### src/rtl/sseg_pkg.sv
// Shared types and constants for the seven-segment scan controller.
//   state_t    : scan FSM states
//   SSEG_BLANK : all segments off (active-low)
//   idx_w()    : digit index width, never below 1
package sseg_pkg;

  typedef enum logic [1:0] {
    IDLE = 2'd0,
    SHOW = 2'd1,
    GAP  = 2'd2
  } state_t;

  localparam logic [7:0] SSEG_BLANK = 8'hFF;

  function automatic int idx_w(input int n);
    return (n <= 1) ? 1 : $clog2(n);
  endfunction

endpackage

### src/rtl/sseg_scan_ctrl_hex2sseg.sv
// Hex nibble to seven-segment decoder, common anode (active-low).
//   hex_i : nibble 0..F
//   seg_o : {g,f,e,d,c,b,a}, 0 = segment lit
module hex2sseg (
  input  logic [3:0] hex_i,
  output logic [6:0] seg_o
);

  always_comb begin
    seg_o = 7'h7F;
    unique case (hex_i)
      4'h0: seg_o = 7'h40;
      4'h1: seg_o = 7'h79;
      4'h2: seg_o = 7'h24;
      4'h3: seg_o = 7'h30;
      4'h4: seg_o = 7'h19;
      4'h5: seg_o = 7'h12;
      4'h6: seg_o = 7'h02;
      4'h7: seg_o = 7'h78;
      4'h8: seg_o = 7'h00;
      4'h9: seg_o = 7'h10;
      4'hA: seg_o = 7'h08;
      4'hB: seg_o = 7'h03;
      4'hC: seg_o = 7'h46;
      4'hD: seg_o = 7'h21;
      4'hE: seg_o = 7'h06;
      4'hF: seg_o = 7'h0E;
      default: seg_o = 7'h7F;
    endcase
  end

endmodule

### src/rtl/sseg_scan_ctrl.sv
// Time-multiplexed scan controller for an N-digit common-anode display.
// One decoder is shared; each digit gets 2**REFRESH_BITS lit cycles then a
// single blank anti-ghosting cycle. Data passes staging -> shadow only at
// frame boundaries (or while idle) so a frame never shows mixed data.
// Optional: define SSEG_LZ_BLANK_EN for leading-zero blanking.
// Ports:
//   clk, reset  : clock, async active-high reset
//   en          : 0 blanks the display and restarts the scan
//   load        : strobe capturing hex_in/dp_in into staging
//   hex_in      : nibble k = digit k (digit 0 rightmost)
//   dp_in       : decimal point requests, active-high
//   an          : anodes, active-low one-cold
//   sseg        : {dp,g,f,e,d,c,b,a}, active-low
//   frame_done  : high during the GAP cycle where the index wraps
module sseg_scan_ctrl
  import sseg_pkg::*;
#(
  parameter int N_DIGITS     = 4,
  parameter int REFRESH_BITS = 18
) (
  input  logic                    clk,
  input  logic                    reset,
  input  logic                    en,
  input  logic                    load,
  input  logic [4*N_DIGITS-1:0]   hex_in,
  input  logic [N_DIGITS-1:0]     dp_in,
  output logic [N_DIGITS-1:0]     an,
  output logic [7:0]              sseg,
  output logic                    frame_done
);

  localparam int IW = idx_w(N_DIGITS);
  localparam logic [IW-1:0] IDX_LAST = IW'(N_DIGITS - 1);

  state_t                        state_q, state_d;
  logic [REFRESH_BITS-1:0]       q_q, q_d;
  logic [IW-1:0]                 idx_q, idx_d;
  logic [N_DIGITS-1:0][3:0]      stage_hex_q, shadow_hex_q, shadow_hex_d;
  logic [N_DIGITS-1:0]           stage_dp_q, shadow_dp_q, shadow_dp_d;
  logic                          pending_q, pending_d;
  logic [N_DIGITS-1:0]           an_q, an_d;
  logic [7:0]                    sseg_q, sseg_d;
  logic                          fd_q, fd_d;
  logic                          commit, show;
  logic [N_DIGITS-1:0]           lit;
  logic [3:0]                    nib;
  logic [6:0]                    seg7;

  // Scan FSM next state
  always_comb begin
    state_d = state_q;
    q_d     = q_q;
    idx_d   = idx_q;
    if (!en) begin
      state_d = IDLE;
      q_d     = '0;
      idx_d   = '0;
    end else begin
      unique case (state_q)
        IDLE: begin
          state_d = SHOW;
          q_d     = '0;
          idx_d   = '0;
        end
        SHOW: begin
          q_d = q_q + 1'b1;           // wraps to 0 on the last lit cycle
          if (&q_q) state_d = GAP;
        end
        GAP: begin
          state_d = SHOW;
          idx_d   = (idx_q == IDX_LAST) ? '0 : idx_q + 1'b1;
        end
        default: state_d = IDLE;
      endcase
    end
  end

  // Shadow is only ever rewritten with pending staging data, at the wrap GAP
  // or any idle cycle. Outputs decode from the next shadow so the first slot
  // after a commit already shows the new frame.
  assign commit       = pending_q &&
                        ((state_q == IDLE) || ((state_q == GAP) && (idx_q == IDX_LAST)));
  assign shadow_hex_d = commit ? stage_hex_q : shadow_hex_q;
  assign shadow_dp_d  = commit ? stage_dp_q  : shadow_dp_q;
  // A load coinciding with a commit keeps pending set for the next boundary.
  assign pending_d    = load ? 1'b1 : (commit ? 1'b0 : pending_q);

`ifdef SSEG_LZ_BLANK_EN
  // Digit k>0 is dark when it and all higher nibbles are zero, unless its dp
  // is requested.
  always_comb begin
    logic any_nz;
    any_nz = 1'b0;
    lit    = '0;
    for (int k = N_DIGITS - 1; k >= 0; k--) begin
      any_nz = any_nz | (|shadow_hex_d[k]);
      lit[k] = (k == 0) || any_nz || shadow_dp_d[k];
    end
  end
`else
  assign lit = '1;
`endif

  assign nib = shadow_hex_d[idx_d];

  hex2sseg u_dec (
    .hex_i (nib),
    .seg_o (seg7)
  );

  assign show = (state_d == SHOW) && lit[idx_d];

  always_comb begin
    an_d = '1;
    if (show) an_d[idx_d] = 1'b0;
    sseg_d = show ? {~shadow_dp_d[idx_d], seg7} : SSEG_BLANK;
    // idx_d equals idx_q when entering GAP, so this marks the wrapping GAP.
    fd_d   = (state_d == GAP) && (idx_d == IDX_LAST);
  end

  always_ff @(posedge clk or posedge reset) begin
    if (reset) begin
      state_q      <= IDLE;
      q_q          <= '0;
      idx_q        <= '0;
      stage_hex_q  <= '0;
      stage_dp_q   <= '0;
      shadow_hex_q <= '0;
      shadow_dp_q  <= '0;
      pending_q    <= 1'b0;
      an_q         <= '1;
      sseg_q       <= SSEG_BLANK;
      fd_q         <= 1'b0;
    end else begin
      state_q      <= state_d;
      q_q          <= q_d;
      idx_q        <= idx_d;
      shadow_hex_q <= shadow_hex_d;
      shadow_dp_q  <= shadow_dp_d;
      pending_q    <= pending_d;
      an_q         <= an_d;
      sseg_q       <= sseg_d;
      fd_q         <= fd_d;
      if (load) begin
        stage_hex_q <= hex_in;
        stage_dp_q  <= dp_in;
      end
    end
  end

  assign an         = an_q;
  assign sseg       = sseg_q;
  assign frame_done = fd_q;

endmodule

### config.mk
export PLATFORM = sky130hd
export DESIGN_NAME = sseg_scan_ctrl
export DESIGN_NICKNAME = d
export VERILOG_FILES = /design/src/rtl/sseg_pkg.sv /design/src/rtl/sseg_scan_ctrl_hex2sseg.sv /design/src/rtl/sseg_scan_ctrl.sv
export SDC_FILE = /design/constraint.sdc
export NUM_CORES = 1
export LEC_CHECK = 0
export ABC_AREA = 1
export CAP_MARGIN = 20
export CORE_ASPECT_RATIO = 1.2
export CORE_UTILIZATION = 60
export DETAILED_ROUTE_END_ITERATION = 7
export DONT_BUFFER_PORTS = 1
export PLACE_DENSITY = 0.83
export SLEW_MARGIN = 0
export SYNTH_ARGS = -nofsm -noshare
export SYNTH_HDL_FRONTEND = slang
export SYNTH_SLANG_ARGS = --single-unit
### constraint.sdc
create_clock -name clk -period 3.1 [get_ports clk]
set_input_delay 0.62 -clock clk [delete_from_list [all_inputs] [get_ports clk]]
set_output_delay 0.62 -clock clk [all_outputs]
set_load 0.01 [all_outputs]
==> reports/metrics.cfg, run 1 <==
[global_routing]
grt_pass1_wl_um = 12600
track_usage = 0.253
grt_max_degree = 77
grt_pass1_vias = 2789
grt_antenna_before_repair = 0
grt.overflow.total = 0

[synth]
synth.distinct_cells = 39
postSynthAreaPerCell_um2 = 8.24
seq_area_frac_synth = 0.504
synth_area_um2 = 3800
syn-num-nets = 493
syn-instance-count = 461
synth_warnings = 0
synth-seq-cells = 76

[setup_path]
cp_data_arrival_time_ns = 2.81
r2r-start = idx_q[0]$_DFF_PP0_
rrSetupSlack_ns = 0.57
critPathKind = register to register
reg2reg_depth = 15
critPathCaptureType = register
critPathRequiredTime_ns = 3.38
start_kind = register
worst_r2r_endpoint = sseg[3]$_DFF_PP1_
critPathMaxFanout = 32

[job]
drv_cap = 0

[clocking]
insertion_delay_ns = 0.36
post_cts_buffers = 0
cts_buffers = 9
cts-root-buf = clkbuf_8
ctsHoldBuffers = 0
cts_tree = built
cts_num_sinks = 76
cts.htree.levels = 3
cts_resized = 0
path_clk_slew_ns = 0.09
clock_tree.buffer_depth = 2

[detailed_routing]
dr_total_vias = 2938
drtIter0Drc = 182
first_pass_iters = 4
antenna_left = 0
wl_um = 7390
vias_per_cell = 5.35
drc = 0
routedWlPerCell_um = 13.5

[timing]
min_period_ns = 2.53
rsz0062_at_grt = false
max_slew_margin = 0.687
fin_tns_setup_ns = 0
skew_ns = 0.0100
timing.final.crit_share = 0.815
setup_viol = 0
setup_slack_ns = 0.572
max_freq_mhz = 396
finalMaxSlewViolations = 0
worst_pin_slew_ns = 0.465
finalHoldViolCount = 0
hold-worst-slack_ns = 0.213

[power_and_ir_drop]
power.total_uw = 2230
power_density_nw_per_um2 = 549
leakagePower_uw = 0.00197
vdd_ir_drop_max_v = 0.000432

[floorplan]
fp.dieW_um = 74.6
die_h_um = 89.2
rows = 31
io_pins = 37
start_util = 0.624
dieArea_um2 = 6660
core_um2 = 6090

[outcome]
status = complete, no violations

[placed_design]
place.gp.congestion = 0.872
pre_cts_slack_ns = 0.597
portBuffers = 0
placed_cells = 533
dpl.hpwl_um = 5200

[cells_and_area]
area_growth_pct = 7.11
final_nets = 494
diodes = 0
final_cells = 549
multiInputGateArea_um2 = 1620
nFillCells = 545
ff_latch_area_um2 = 1920
drive_gt1_frac = 0.131

[min_path]
hold_class = input port to async pin

-- placed cells by master, fill, tap and decap left out, drive strengths merged, types with 9 or more instances in the layout --
| cell type | Yosys | layout |
|---|---|---|
| a21oi | 13 | 13 |
| clkbuf | 5 | 9 |
| dfrtp | 64 | 64 |
| dfstp | 12 | 12 |
| inv | 48 | 48 |
| nand2 | 163 | 163 |
| nand3 | 32 | 32 |
| nand4 | 14 | 14 |
| nor2 | 40 | 40 |
| o21ai | 34 | 34 |
-- layout make-up --
type,instances,share of cell area
clock buffer,9,0.0304
clock inverter,7,0.0224
inverter,49,0.0452
multi-input combinational,323,0.397
sequential,76,0.471
tap,82,0.0252
timing repair buffer,3,0.00861
-- cells in the mapped netlist --
library cell	count	share of area
ha_1	8	0.026
a21oi_2	1	0.0023
nor2_4	4	0.012
a21oi_1	11	0.014
dfstp_2	12	0.083
buf_4	2	0.0040
nand3_2	2	0.0053
a21oi_4	1	0.0043
a31oi_1	2	0.0033
nor3b_1	1	0.0020
buf_6	3	0.0089
nand3_1	28	0.037
a22o_1	1	0.0023
clkbuf_1	5	0.0049
o21ai_0	32	0.042
dfrtp_1	64	0.42
xor2_1	1	0.0023
buf_2	3	0.0040
o22ai_1	2	0.0033
nand2_2	7	0.012
nand4_1	14	0.023
clkinv_1	1	0.00099
or2_2	1	0.0016
a2bb2oi_1	1	0.0023
o211ai_1	1	0.0020
nor3_1	4	0.0053
nor2_2	4	0.0066
o21a_1	2	0.0040
nor2_1	32	0.032
inv_2	2	0.0020
o21bai_1	1	0.0020
nor4_1	1	0.0016
o21ai_2	1	0.0023
nand2_4	4	0.012
inv_1	46	0.045
nand2_1	152	0.15
nand3_4	2	0.0092
xnor2_1	1	0.0023
o21ai_1	1	0.0013
-- layer usage --
| layer | GRT usage | vias up | routed length (um) |
|---|---|---|---|
| met3 | 0.0406 | 19 | 264 |
| met2 | 0.400 | 73 | 3530 |
| met4 | 0.156 | 0 | 248 |
| met1 | 0.326 | 1366 | 3350 |
| li1 | - | 1480 | - |
| met5 | 0 | - | 0 |
-- kinds of logic after synthesis --
group                    after synthesis  synth area share
adder cells (fa/ha/maj)                8            0.0263
AO/OA/AOI/OAI                         57            0.0859
AND/OR/NAND/NOR                      256             0.309
flip-flops                            76             0.504
XOR/XNOR                               2           0.00461
buffers and inverters                 62            0.0701
-- registers in the layout, summed over array words and instances (netlist names) --
signal and cells:
shadow_dp_q 4, shadow_hex_q 16, idx_q 2, an 4, frame_done 1, q_q 18
pending_q 1, state_q 2, stage_dp_q 4, sseg 8, stage_hex_q 16
-- critical path, stage by stage, from the launching register on --
cell     delay [ns]
dfrtp_1        0.38
ha_1           0.18
inv_1          0.05
nand2_2        0.20
nand3_4        0.33
nand2_1        0.15
o21ai_0        0.13
nand2_1        0.09
nand2_1        0.06
nor2_2         0.22
inv_1          0.13
ha_1           0.24
nand2_2        0.09
nand2_1        0.05
nand2_1        0.05
nand3_1        0.07
-- worst max path at each step --
stage | endpoint | from | slack, ns | cells past startpoint
after floorplan | frame_done$_DFF_PP0_ | reset | 0.56 | 1
after global placement | sseg[3]$_DFF_PP1_ | idx_q[0]$_DFF_PP0_ | 0.72 | 15
after detailed placement | sseg[3]$_DFF_PP1_ | idx_q[0]$_DFF_PP0_ | 0.60 | 15
after CTS | sseg[3]$_DFF_PP1_ | idx_q[0]$_DFF_PP0_ | 0.58 | 14
after global routing | sseg[6]$_DFF_PP1_ | idx_q[0]$_DFF_PP0_ | 0.22 | 15
final | sseg[3]$_DFF_PP1_ | idx_q[0]$_DFF_PP0_ | 0.57 | 15
-- where the power goes --
group          internal [uW]  leakage, uW  total (uW)  switching, uW
clock                    450     0.000109         826            376
combinational           88.0     0.000911         277            189
sequential              1090     0.000948        1130           44.5
total                   1630      0.00197        2230            609
-- stage by stage --
step	cell area (um^2)	util
6_report	4070	0.668
5_1_grt	4070	0.668
4_1_cts	4070	0.668
3_5_place_dp	3850	0.633
3_3_place_gp	3850	0.633
2_1_floorplan	3800	-
Power figures use the tool's default switching activity.
==> run 2, diff against run 1 <==
- clock period: 3.1 -> 2.65 ns (I/O delays scaled with it)
==> reports/metrics.cfg, run 2 (synthesis gave the netlist of run 1 again) <==
[setup_path]
critPathLaunch = idx_q[0]$_DFF_PP0_  ; unchanged
worst_r2r_endpoint = sseg[5]$_DFF_PP1_  ; was sseg[3]$_DFF_PP1_
critPathKind = register to register  ; unchanged
slowest_delay_ns = 0.38  ; about the same
r2r-start = idx_q[0]$_DFF_PP0_  ; unchanged
rrSetupSlack_ns = 0.25  ; was 0.57 ns
crit_path_end = sseg[5]$_DFF_PP1_  ; was sseg[3]$_DFF_PP1_
critPathMaxFanout = 18  ; was 32
reg2reg_depth = 15  ; unchanged
critPathCaptureType = register  ; unchanged
cp_data_arrival_time_ns = 2.66  ; was 2.81 ns
crit_path_frequent_cell = nand2_1  ; unchanged
critPathRequiredTime_ns = 2.92  ; was 3.38 ns
path_cells = ha_1, inv_1, nand2_2, nand3_4, nand2_1, o21ai_0, nand2_1, nand2_1, nor2_2, inv_1, ha_1, nand2_2, nand2_1, nand2_1, nand3_1  ; unchanged
critical-path-slowest-cell = dfrtp_1  ; unchanged
start_kind = register  ; unchanged

[global_routing]
grt_pass1_vias = 2795  ; was 2,789
use_met1 = 0.316  ; was 0.326
top_usage_layer = met2  ; unchanged
track_usage = 0.258  ; was 0.253
grt_pass1_wl_um = 12800  ; was 12,600 um
grt.overflow.total = 0  ; unchanged
grt_max_degree = 39  ; was 77
grt_use_met2 = 0.434  ; was 0.400
grt_util_met3 = 0.0474  ; was 0.0406
grt_antenna_before_repair = 0  ; unchanged

[clocking]
insertion_delay_ns = 0.34  ; was 0.36 ns
cts.htree.levels = 3  ; unchanged
cts-root-buf = clkbuf_8  ; unchanged
post_cts_buffers = 0  ; unchanged
clock_tree.buffer_depth = 2  ; unchanged
path_clk_slew_ns = 0.08  ; was 0.09 ns
cts_tree = built  ; unchanged
ctsHoldBuffers = 0  ; unchanged
cts_resized = 0  ; unchanged
cts_num_sinks = 76  ; unchanged
cts_buffers = 9  ; unchanged

[power_and_ir_drop]
internal-power_uw = 2100  ; was 1630 uW
pwr-share-seq = 0.474  ; was 0.507
p_switching_uw = 696  ; was 609 uW
power_density_nw_per_um2 = 675  ; was 549 nW/um^2
switching_share = 0.249  ; was 0.273
leakagePower_uw = 0.00201  ; was 0.00197 uW
vdd_ir_drop_max_v = 0.000531  ; was 0.000432 V
p_comb_frac = 0.120  ; was 0.124
clock_power_share = 0.405  ; was 0.369

[placed_design]
portBuffers = 0  ; unchanged
dpl.hpwl_um = 5620  ; was 5200 um
place.gp.congestion = 0.896  ; was 0.872

[timing]
fin_tns_setup_ns = 0  ; unchanged
min_period_ns = 2.40  ; was 2.53 ns
finalMaxSlewViolations = 0  ; unchanged
worst_pin_slew_ns = 0.477  ; was 0.465 ns
hold-worst-slack_ns = 0.0776  ; was 0.213 ns
setup_viol = 0  ; unchanged
timing.final.crit_share = 0.904  ; was 0.815
finalHoldViolCount = 0  ; unchanged
max_slew_margin = 0.681  ; was 0.687
max_freq_mhz = 417  ; was 396 MHz
skew_ns = 0.00800  ; was 0.0100 ns
rsz0062_at_grt = false  ; unchanged

[detailed_routing]
first_pass_iters = 4  ; unchanged
dr_total_vias = 2960  ; was 2,938
antenna_left = 0  ; unchanged
drc = 0  ; unchanged
vias_per_cell = 5.36  ; was 5.35
routedWlPerCell_um = 13.9  ; was 13.5 um
drtIter0Drc = 166  ; was 182
wl_um = 7690  ; was 7390 um

[outcome]
status = complete, no violations  ; unchanged

[cells_and_area]
diodes = 0  ; unchanged
layout_common_cells = nand2_1, dfrtp_1, inv_1, nor2_1, o21ai_0  ; unchanged
reg_top3 = q_q (18), shadow_hex_q (16), stage_hex_q (16)  ; unchanged
area_growth_pct = 8.96  ; was 7.11%
multiInputGateArea_um2 = 1620  ; unchanged
final_common_cell = nand2_1  ; unchanged
ff_latch_area_um2 = 1920  ; unchanged
final_nets = 497  ; was 494
top_register = q_q  ; unchanged
drive_gt1_frac = 0.136  ; was 0.131
nFillCells = 496  ; was 545
largest_reg_flops = 18  ; unchanged

[floorplan]
start_util = 0.624  ; unchanged
fp.dieW_um = 74.6  ; unchanged
die_h_um = 89.2  ; unchanged
dieArea_um2 = 6660  ; unchanged
core_um2 = 6090  ; unchanged
rows = 31  ; unchanged
io_pins = 37  ; unchanged

[job]
drv_cap = 0  ; unchanged

[min_path]
hold_class = input port to async pin  ; unchanged

## run 2: power by group through the flow
stage / clock network [uW] / logic (uW) / registers [uW]
detailed placement: 0 / 330 / 1350
global route: 1200 / 386 / 1340
floorplan: 0 / 268 / 1330
CTS: 1150 / 336 / 1330
finish: 1130 / 336 / 1320
global placement: 0 / 316 / 1340
## run 2: routing by layer
layer,up-vias,wire length (um)
met5,-,0
met4,0,216
met3,24,303
met2,79,3900
met1,1376,3270
li1,1481,-
## run 2: area by class of cell
cell class / count / share of cell area
sequential: 76 / 0.463
multi-input combinational: 323 / 0.390
inverter: 49 / 0.0444
clock inverter: 7 / 0.0335
clock buffer: 9 / 0.0299
tap: 82 / 0.0248
timing repair buffer: 6 / 0.0139
## run 2: critical path: cells and delay by family (launching register included)
| kind | cells | cell delay (ns) |
|---|---|---|
| AOI/OAI and AO/OA | 1 | 0.15 |
| adders and majority gates | 2 | 0.42 |
| buffers and inverters | 2 | 0.17 |
| DFF | 1 | 0.38 |
| and+or+nand+nor | 10 | 1.20 |
## run 2: through the flow
stage / total power, uW / area [um^2] / setup slack (ns) / utilization / std cells
final: 2790 / 4140 / 0.254 / 0.680 / 552
after floorplan: 1600 / 3800 / 0.202 / - / 461
after global routing: 2920 / 4140 / 0.0510 / 0.680 / 552
after detailed placement: 1680 / 3870 / 0.265 / 0.636 / 535
after global placement: 1660 / 3870 / 0.399 / 0.636 / 535
after CTS: 2810 / 4130 / 0.246 / 0.679 / 551
## run 2: worst min path at each step
stage,from,to,slack [ns]
finish,reset,q_q[4]$_DFFE_PP0P_,0.08
CTS,reset,q_q[4]$_DFFE_PP0P_,0.08
global route,reset,q_q[4]$_DFFE_PP0P_,0.1
global placement,reset,q_q[4]$_DFFE_PP0P_,0.46
detailed placement,reset,q_q[1]$_DFFE_PP0P_,0.46
floorplan,shadow_hex_q[1]$_DFF_PP0_,shadow_hex_q[1]$_DFF_PP0_,0.44
